File: config.mk
export PLATFORM = sky130hd
export DESIGN_NAME = param_menu_bank
export DESIGN_NICKNAME = d
export VERILOG_FILES = /design/src/rtl/param_menu_pkg.sv /design/src/rtl/param_menu_bank_btn_repeat.sv /design/src/rtl/param_menu_bank.sv
export SDC_FILE = /design/constraint.sdc
export NUM_CORES = 1
export LEC_CHECK = 0
export CORE_ASPECT_RATIO = 1.5
export CORE_MARGIN = 10
export CORE_UTILIZATION = 62
export CTS_BUF_LIST = sky130_fd_sc_hd__clkbuf_4 sky130_fd_sc_hd__clkbuf_8
export CTS_CLUSTER_DIAMETER = 80
export DETAILED_ROUTE_END_ITERATION = 16
export DONT_BUFFER_PORTS = 1
export HOLD_SLACK_MARGIN = 0.08
export PLACE_DENSITY_LB_ADDON = 0.25
export SLEW_MARGIN = 25
export SYNTH_ARGS = -nofsm -noshare
export SYNTH_HDL_FRONTEND = slang
export SYNTH_SLANG_ARGS = --single-unit
export TNS_END_PERCENT = 30
File: constraint.sdc
create_clock -name clk_100mhz -period 7.2 [get_ports clk_100mhz]
set_input_delay 0.36 -clock clk_100mhz [delete_from_list [all_inputs] [get_ports clk_100mhz]]
set_output_delay 0.36 -clock clk_100mhz [all_outputs]
set_load 0.005 [all_outputs]
File: src/rtl/param_menu_pkg.sv
// Shared types and default tables for the parameter menu bank.
package param_menu_pkg;

    typedef enum logic [1:0] {
        IDLE,
        HOLD,
        REPEAT
    } rep_state_t;

    // Index 0 sits in the least significant slice.
    localparam logic [79:0] DEF_PARAM_MAX = {
        16'd3, 16'd1, 16'd4095, 16'd65535, 16'd7
    };

    localparam logic [79:0] DEF_PARAM_DEFAULT = {
        16'd0, 16'd0, 16'd0, 16'd48000, 16'd0
    };

    function automatic int max_int(input int a, input int b);
        return (a > b) ? a : b;
    endfunction

endpackage

File: src/rtl/param_menu_bank_btn_repeat.sv
// Rising-edge detection for the next/prev pair plus hold-to-repeat stepping.
module btn_repeat
    import param_menu_pkg::*;
#(
    parameter int HOLD_CYCLES   = 50_000_000,
    parameter int REPEAT_CYCLES = 10_000_000
) (
    input  logic clk_i,
    input  logic rst_i,
    input  logic arm_i,
    input  logic inc_i,
    input  logic dec_i,
    input  logic clr_i,
    output logic step_o,
    output logic dir_o
);

    localparam int MAXC = max_int(HOLD_CYCLES, REPEAT_CYCLES);
    localparam int CW   = $clog2(MAXC + 1);
    localparam logic [CW-1:0] HOLD_LAST = CW'(HOLD_CYCLES - 1);
    localparam logic [CW-1:0] REP_LAST  = CW'(REPEAT_CYCLES - 1);

    rep_state_t      state_q;
    logic [CW-1:0]   cnt_q;
    logic            inc_q, dec_q, dir_q;
    logic            inc_e, dec_e, held, other, keep;

    assign inc_e = inc_i & ~inc_q & arm_i;
    assign dec_e = dec_i & ~dec_q & arm_i;
    // dir_q = 1 means the repeat was started by the decrement button.
    assign held  = dir_q ? dec_i : inc_i;
    assign other = dir_q ? inc_i : dec_i;
    assign keep  = held & ~other & ~clr_i;

    always_comb begin
        step_o = 1'b0;
        dir_o  = dir_q;
        unique case (state_q)
            IDLE: begin
                if (inc_e) begin
                    step_o = 1'b1;
                    dir_o  = 1'b0;
                end else if (dec_e) begin
                    step_o = 1'b1;
                    dir_o  = 1'b1;
                end
            end
            HOLD:    step_o = keep && (cnt_q == HOLD_LAST);
            REPEAT:  step_o = keep && (cnt_q == REP_LAST);
            default: step_o = 1'b0;
        endcase
    end

    always_ff @(posedge clk_i or posedge rst_i) begin
        if (rst_i) begin
            state_q <= IDLE;
            cnt_q   <= '0;
            inc_q   <= 1'b0;
            dec_q   <= 1'b0;
            dir_q   <= 1'b0;
        end else begin
            inc_q <= inc_i;
            dec_q <= dec_i;
            if (state_q == IDLE) begin
                cnt_q <= '0;
                if (inc_e || dec_e) begin
                    state_q <= HOLD;
                    dir_q   <= ~inc_e;
                end
            end else if (!keep) begin
                state_q <= IDLE;
                cnt_q   <= '0;
            end else if (cnt_q == ((state_q == HOLD) ? HOLD_LAST : REP_LAST)) begin
                state_q <= REPEAT;
                cnt_q   <= '0;
            end else begin
                cnt_q <= cnt_q + CW'(1);
            end
        end
    end

endmodule

File: src/rtl/param_menu_bank.sv
// Paged bank of bounded parameters edited by buttons and switches.
module param_menu_bank
    import param_menu_pkg::*;
#(
    parameter int NUM_PARAMS    = 5,
    parameter int VAL_W         = 16,
    parameter logic [NUM_PARAMS*VAL_W-1:0] PARAM_MAX     = DEF_PARAM_MAX,
    parameter logic [NUM_PARAMS*VAL_W-1:0] PARAM_DEFAULT = DEF_PARAM_DEFAULT,
    parameter int HOLD_CYCLES   = 50_000_000,
    parameter int REPEAT_CYCLES = 10_000_000
) (
    input  logic                          clk_100mhz,
    input  logic                          rst,
    input  logic                          up,
    input  logic                          down,
    input  logic                          next,
    input  logic                          prev,
    input  logic                          set,
    input  logic [15:0]                   sw,
    output logic [NUM_PARAMS*VAL_W-1:0]   vals,
    output logic [$clog2(NUM_PARAMS)-1:0] page,
    output logic                          upd_valid,
    output logic [$clog2(NUM_PARAMS)-1:0] upd_idx
);

    localparam int PW = $clog2(NUM_PARAMS);

    logic [VAL_W-1:0] vals_q [NUM_PARAMS];
    logic [PW-1:0]    page_q, page_d, upd_idx_q;
    logic             up_q, down_q, set_q, armed_q, upd_valid_q;
    logic             up_e, down_e, set_e, pg_chg, step, dir, chg;
    logic [VAL_W-1:0] cur, pmax, sw_v, new_v;

    // armed_q masks edges in the first cycle after reset release.
    assign up_e   = up & ~up_q & armed_q;
    assign down_e = down & ~down_q & armed_q;
    assign set_e  = set & ~set_q & armed_q;
    assign pg_chg = up_e ^ down_e;

    btn_repeat #(
        .HOLD_CYCLES  (HOLD_CYCLES),
        .REPEAT_CYCLES(REPEAT_CYCLES)
    ) u_rep (
        .clk_i (clk_100mhz),
        .rst_i (rst),
        .arm_i (armed_q),
        .inc_i (next),
        .dec_i (prev),
        .clr_i (pg_chg),
        .step_o(step),
        .dir_o (dir)
    );

    always_comb begin
        page_d = page_q;
        if (up_e && !down_e) begin
            page_d = (page_q == PW'(NUM_PARAMS - 1)) ? '0 : page_q + PW'(1);
        end else if (down_e && !up_e) begin
            page_d = (page_q == '0) ? PW'(NUM_PARAMS - 1) : page_q - PW'(1);
        end
    end

    always_comb begin
        cur   = vals_q[page_q];
        pmax  = PARAM_MAX[page_q*VAL_W +: VAL_W];
        sw_v  = VAL_W'(sw);
        new_v = cur;
        if (set_e) begin
            new_v = (sw_v > pmax) ? pmax : sw_v;
        end else if (step && !dir) begin
            new_v = (cur == pmax) ? '0 : cur + VAL_W'(1);
        end else if (step) begin
            new_v = (cur == '0) ? pmax : cur - VAL_W'(1);
        end
        chg = (new_v != cur);
    end

    always_ff @(posedge clk_100mhz or posedge rst) begin
        if (rst) begin
            for (int i = 0; i < NUM_PARAMS; i++) begin
                vals_q[i] <= PARAM_DEFAULT[i*VAL_W +: VAL_W];
            end
            page_q      <= '0;
            up_q        <= 1'b0;
            down_q      <= 1'b0;
            set_q       <= 1'b0;
            armed_q     <= 1'b0;
            upd_valid_q <= 1'b0;
            upd_idx_q   <= '0;
        end else begin
            armed_q        <= 1'b1;
            up_q           <= up;
            down_q         <= down;
            set_q          <= set;
            page_q         <= page_d;
            vals_q[page_q] <= new_v;
            upd_valid_q    <= chg;
            if (chg) begin
                upd_idx_q <= page_q;
            end
        end
    end

    for (genvar g = 0; g < NUM_PARAMS; g++) begin : g_out
        assign vals[g*VAL_W +: VAL_W] = vals_q[g];
    end

    assign page      = page_q;
    assign upd_valid = upd_valid_q;
    assign upd_idx   = upd_idx_q;

endmodule

==> impl_results.md <==
- Run status: finished, final reports clean
- Setup crit end kind: register
- Final Skew: ~0.024 ns
- Max-slew violations: 0
- Worst VDD drop: 0.000287 V
- Top cells by area, synth: dfrtp_1 34%, o21ai_0 6.6%, nand2_1 6.5%
- RR Startpoint: page[0]
- R2r endpoint: upd_idx[0]
- Placed cells: 1,126
- Sw Pwr: between 0.002 and 0.0025 W
- Worst EP required: 7.52 ns
- CTS buffer count: 17
- Placeable Area: 13,500 um^2
- Setup WS pre-CTS: 1.19 ns
- Top Usage Layer GRT: met2
- F_max: 164 MHz
- WHS Path Cells: 4
- Seq/Total Area, Yosys: 0.360
- Root Driver: clkbuf_8
- DR vias: 8,114
- Power Density: 504 nW/um^2
- Leakage Power: 3.78 nW
- Area Overhead vs Synth: 6.36%
- Area share of the largest cell type after synthesis: 0.339
- Row Count: 52
- Simple-gate share of the synthesized area: 0.235
- Worst Path Buf+Inv: 3
- Critical Path Start Type: register
- Slew margin rel.: 0.316
- Mean Syn Cell Area: 8.49 um^2
- DRC violations left: 0
- Reg2Reg Setup Slack: 1.12 ns
- Slowest stage delay, CP: about 0.60 ns
- Sequential power share: 0.272
- TritonCTS sink count: ~120
- Die span in x: 116 um
- Resized cells post-CTS: 0
- First-pass GRT wire length: roughly 44 mm
- Slew @ Worst Pin: 1.02 ns
- Post-synth top area cell: dfrtp_1
- Initial antenna violation count: 0
- Cell variety after synth: 99
- Hold EP: u_rep.state_q[1]
- Most common cell in the synthesized netlist: nand2_1
- GR Layer Usage met1: 0.355
- Io pins: 110
- Clock Latency Late Sink: between 0.4 and 0.5 ns
- Grt met2 use: 0.458
- Final setup viols: 0
- Routed WL: approximately 29 mm
- Clock transition at the registers of the reported paths: ~0.09 ns
- Number of inserted diodes: 0
- Largest family of logic cells by synthesized area: simple AND/OR/NAND/NOR gates
- DRT Pass-1 Iters: 8
- Post-route setup slack: 1.12 ns
- Worst hold path startpoint: next
- Met3 usage in global routing: 0.107
- Slowest CP cell: dfrtp_1
- Die height: 163 um
- Tightest Hold Check Type: input port to register
- Yosys reg bits: 122
- Mux cell area share after synthesis: 0.0486
- Total setup buffers inserted after CTS: 0
- Post-Synth Adder-Cell Area: 0.0456
- Setup TNS Final: 0 ns
- Die area: 18,900 um^2
- Mapped Cells: 1,001
- Net Sw Frac: 0.534
- Worst Setup SP: page[0]
- Post-synth EDFFs: 0
- Internal power: ~0.0021 W
- Tot Pwr: 0.00455 W
- Gate power share: 0.583
- DRT antenna net count: 0
- Ys async rst share: 1.00
- DR WL/cell: 24.6 um
- Xor/xnor share of the synthesized area: 0.0371
- Largest buffer count on any clock path: 2
- Worst path top cell family by delay: simple AND/OR/NAND/NOR gates
- Total Routing Usage GR: 0.302
- Final Critical Period: approximately 6.1 ns
- Vias in the first global route: 7,827
- Final nets: 1,043
- Post-DP HPWL: around 21 mm
- Vias per cell: ~7
- CP arrival: 6.41 ns
- GRT Residual Overflow: 0
- Most common library cells after synthesis: 148 x nand2_1, 115 x dfrtp_1, 112 x o21ai_0
- Critical path class: register to register
- Clock Power Share: 0.146
- Crit path max fanout: 21
- Synth Area in Compound Gates: 0.227
- I/O Buffers: 0
- Mapped Nets: 1,055
- Unrepaired setup endpoints after global routing: no
- GP Congestion: 1.00
- Share of cells above drive strength 1: 0.106
- Period utilization: 0.845
- Post-route insts no fill: 1,164
- Worst R2R Path Depth: 18
- Initial core utilization: 0.631
- H-tree levels: 4
- Synth warn: 0
- Largest net degree at the start of global routing: 81
- Mapped Area: 8500 um^2
- TritonCTS clock tree: done
- Endpoints failing hold: 0
- Top_reg_cell synth: dfrtp_1
- Max cap viols: 0
- Starting DRT DRC Count: 747
- CP cell instances: inv_1 -> ha_1 -> nor2b_4 -> clkinv_1 -> ha_1 -> nand4_1 -> nor3_1 -> a21boi_1 -> o41ai_4 -> buf_4 -> o21ai_1 -> nor3b_1 -> or4_1 -> a2111oi_2 -> nand4_1 -> nor4_2 -> nand4_2 -> mux2_1
stage by stage:
stage          instance area, um^2  utilization  hold WS (ns)
2_1_floorplan                 8500            -         0.391
3_3_place_gp                  8550        0.635         0.306
3_5_place_dp                  8550        0.635         0.304
4_1_cts                       9030        0.670         0.273
5_1_grt                       9040        0.671         0.357
6_report                      9040        0.671         0.301
cell usage in the layout, fill, tap and decap left out, types with 4 or more instances in the layout:
cell type      synthesis  routed
nor3_1                31      31
nor4b_1                4       4
or3_1                  7       7
dlygate4sd3_1          0       6
nor3b_1                5       5
ha_1                  31      31
inv_1                 19      18
nand4_1               13      13
dfstp_2                7       7
a31o_2                 6       6
o22ai_1               15      15
nand2b_1              10      10
inv_8                  0       4
nand3b_1               5       5
mux2_1                 5       5
nand3_1               26      26
a21oi_1               44      43
a21oi_2                4       5
nor4_1                 9       9
o21ai_0              112     112
buf_4                  5      19
a211oi_1               6       6
a21o_1                14      14
inv_6                  0       4
and2_1                10      10
xor2_1                19      19
clkbuf_8               0      17
xnor2_1               17      17
o31ai_1               10      10
mux2i_1               33      33
and4_1                 8       8
and3_1                 8       8
nand2_1              148     146
a31oi_1               11      11
nor2_1                86      86
dfrtp_1              115     114
nor2b_1                5       5
worst max path at each step:
stage / cells past startpoint / to / slack (ns)
6_report: 18 / upd_idx[0] / 1.12
5_1_grt: 18 / upd_idx[0] / 0.65
4_1_cts: 18 / upd_idx[0] / 1.15
3_5_place_dp: 18 / upd_idx[2] / 1.19
3_3_place_gp: 18 / upd_idx[0] / 1.31
2_1_floorplan: 21 / upd_idx[0] / 1.93
what timing repair did:
action / in CTS / in global routing
setup endpoints to repair: 0 / 0
hold buffers: 6 / 0
hold endpoints to repair: 43 / 0
worst min-delay path: stages:
cell      delay (ns)
nand2b_1        0.04
o21ai_0         0.12
nand2_1         0.11
o32ai_1         0.08
cell type report:
cell class	count	area, um^2
multi-input combinational	800	5060
fill	1155	4430
sequential	122	3060
clock buffer	17	234
timing repair buffer	26	214
tap	162	203
clock inverter	15	181
inverter	22	85.1
power groups by stage:
| stage | logic (W) | registers, W | clock network [W] |
|---|---|---|---|
| 2_1_floorplan | 0.00198 | 0.00111 | 0 |
| 3_3_place_gp | 0.00253 | 0.00125 | 0 |
| 3_5_place_dp | 0.00254 | 0.00125 | 0 |
| 4_1_cts | 0.00256 | 0.00124 | 0.000671 |
| 5_1_grt | 0.00286 | 0.00128 | 0.000694 |
| 6_report | 0.00265 | 0.00124 | 0.000663 |
registers in the layout, summed over array words and instances, names as in the netlist:
| register | cells |
|---|---|
| vals | 80 |
| u_rep.dec_q | 1 |
| u_rep.dir_q | 1 |
| upd_valid | 1 |
| armed_q | 1 |
| up_q | 1 |
| u_rep.state_q | 2 |
| u_rep.inc_q | 1 |
| set_q | 1 |
| page | 3 |
| u_rep.cnt_q | 26 |
| down_q | 1 |
| upd_idx | 3 |
routing by layer:
layer / vias up / part of all wire
li1: 3634 / -
met1: 3884 / 0.37
met2: 472 / 0.46
met3: 124 / 0.11
met4: 0 / 0.064
met5: - / 0
cell families (layout without fill, tap and decap cells):
kind of cell,Yosys count,after routing
mux,40,40
buf+inv,79,80
other cells,1,1
xor+xnor,36,36
fa+ha+maj,31,31
compound gates,291,291
flops,122,122
simple gates,401,401
Power figures use the tool's default switching activity.
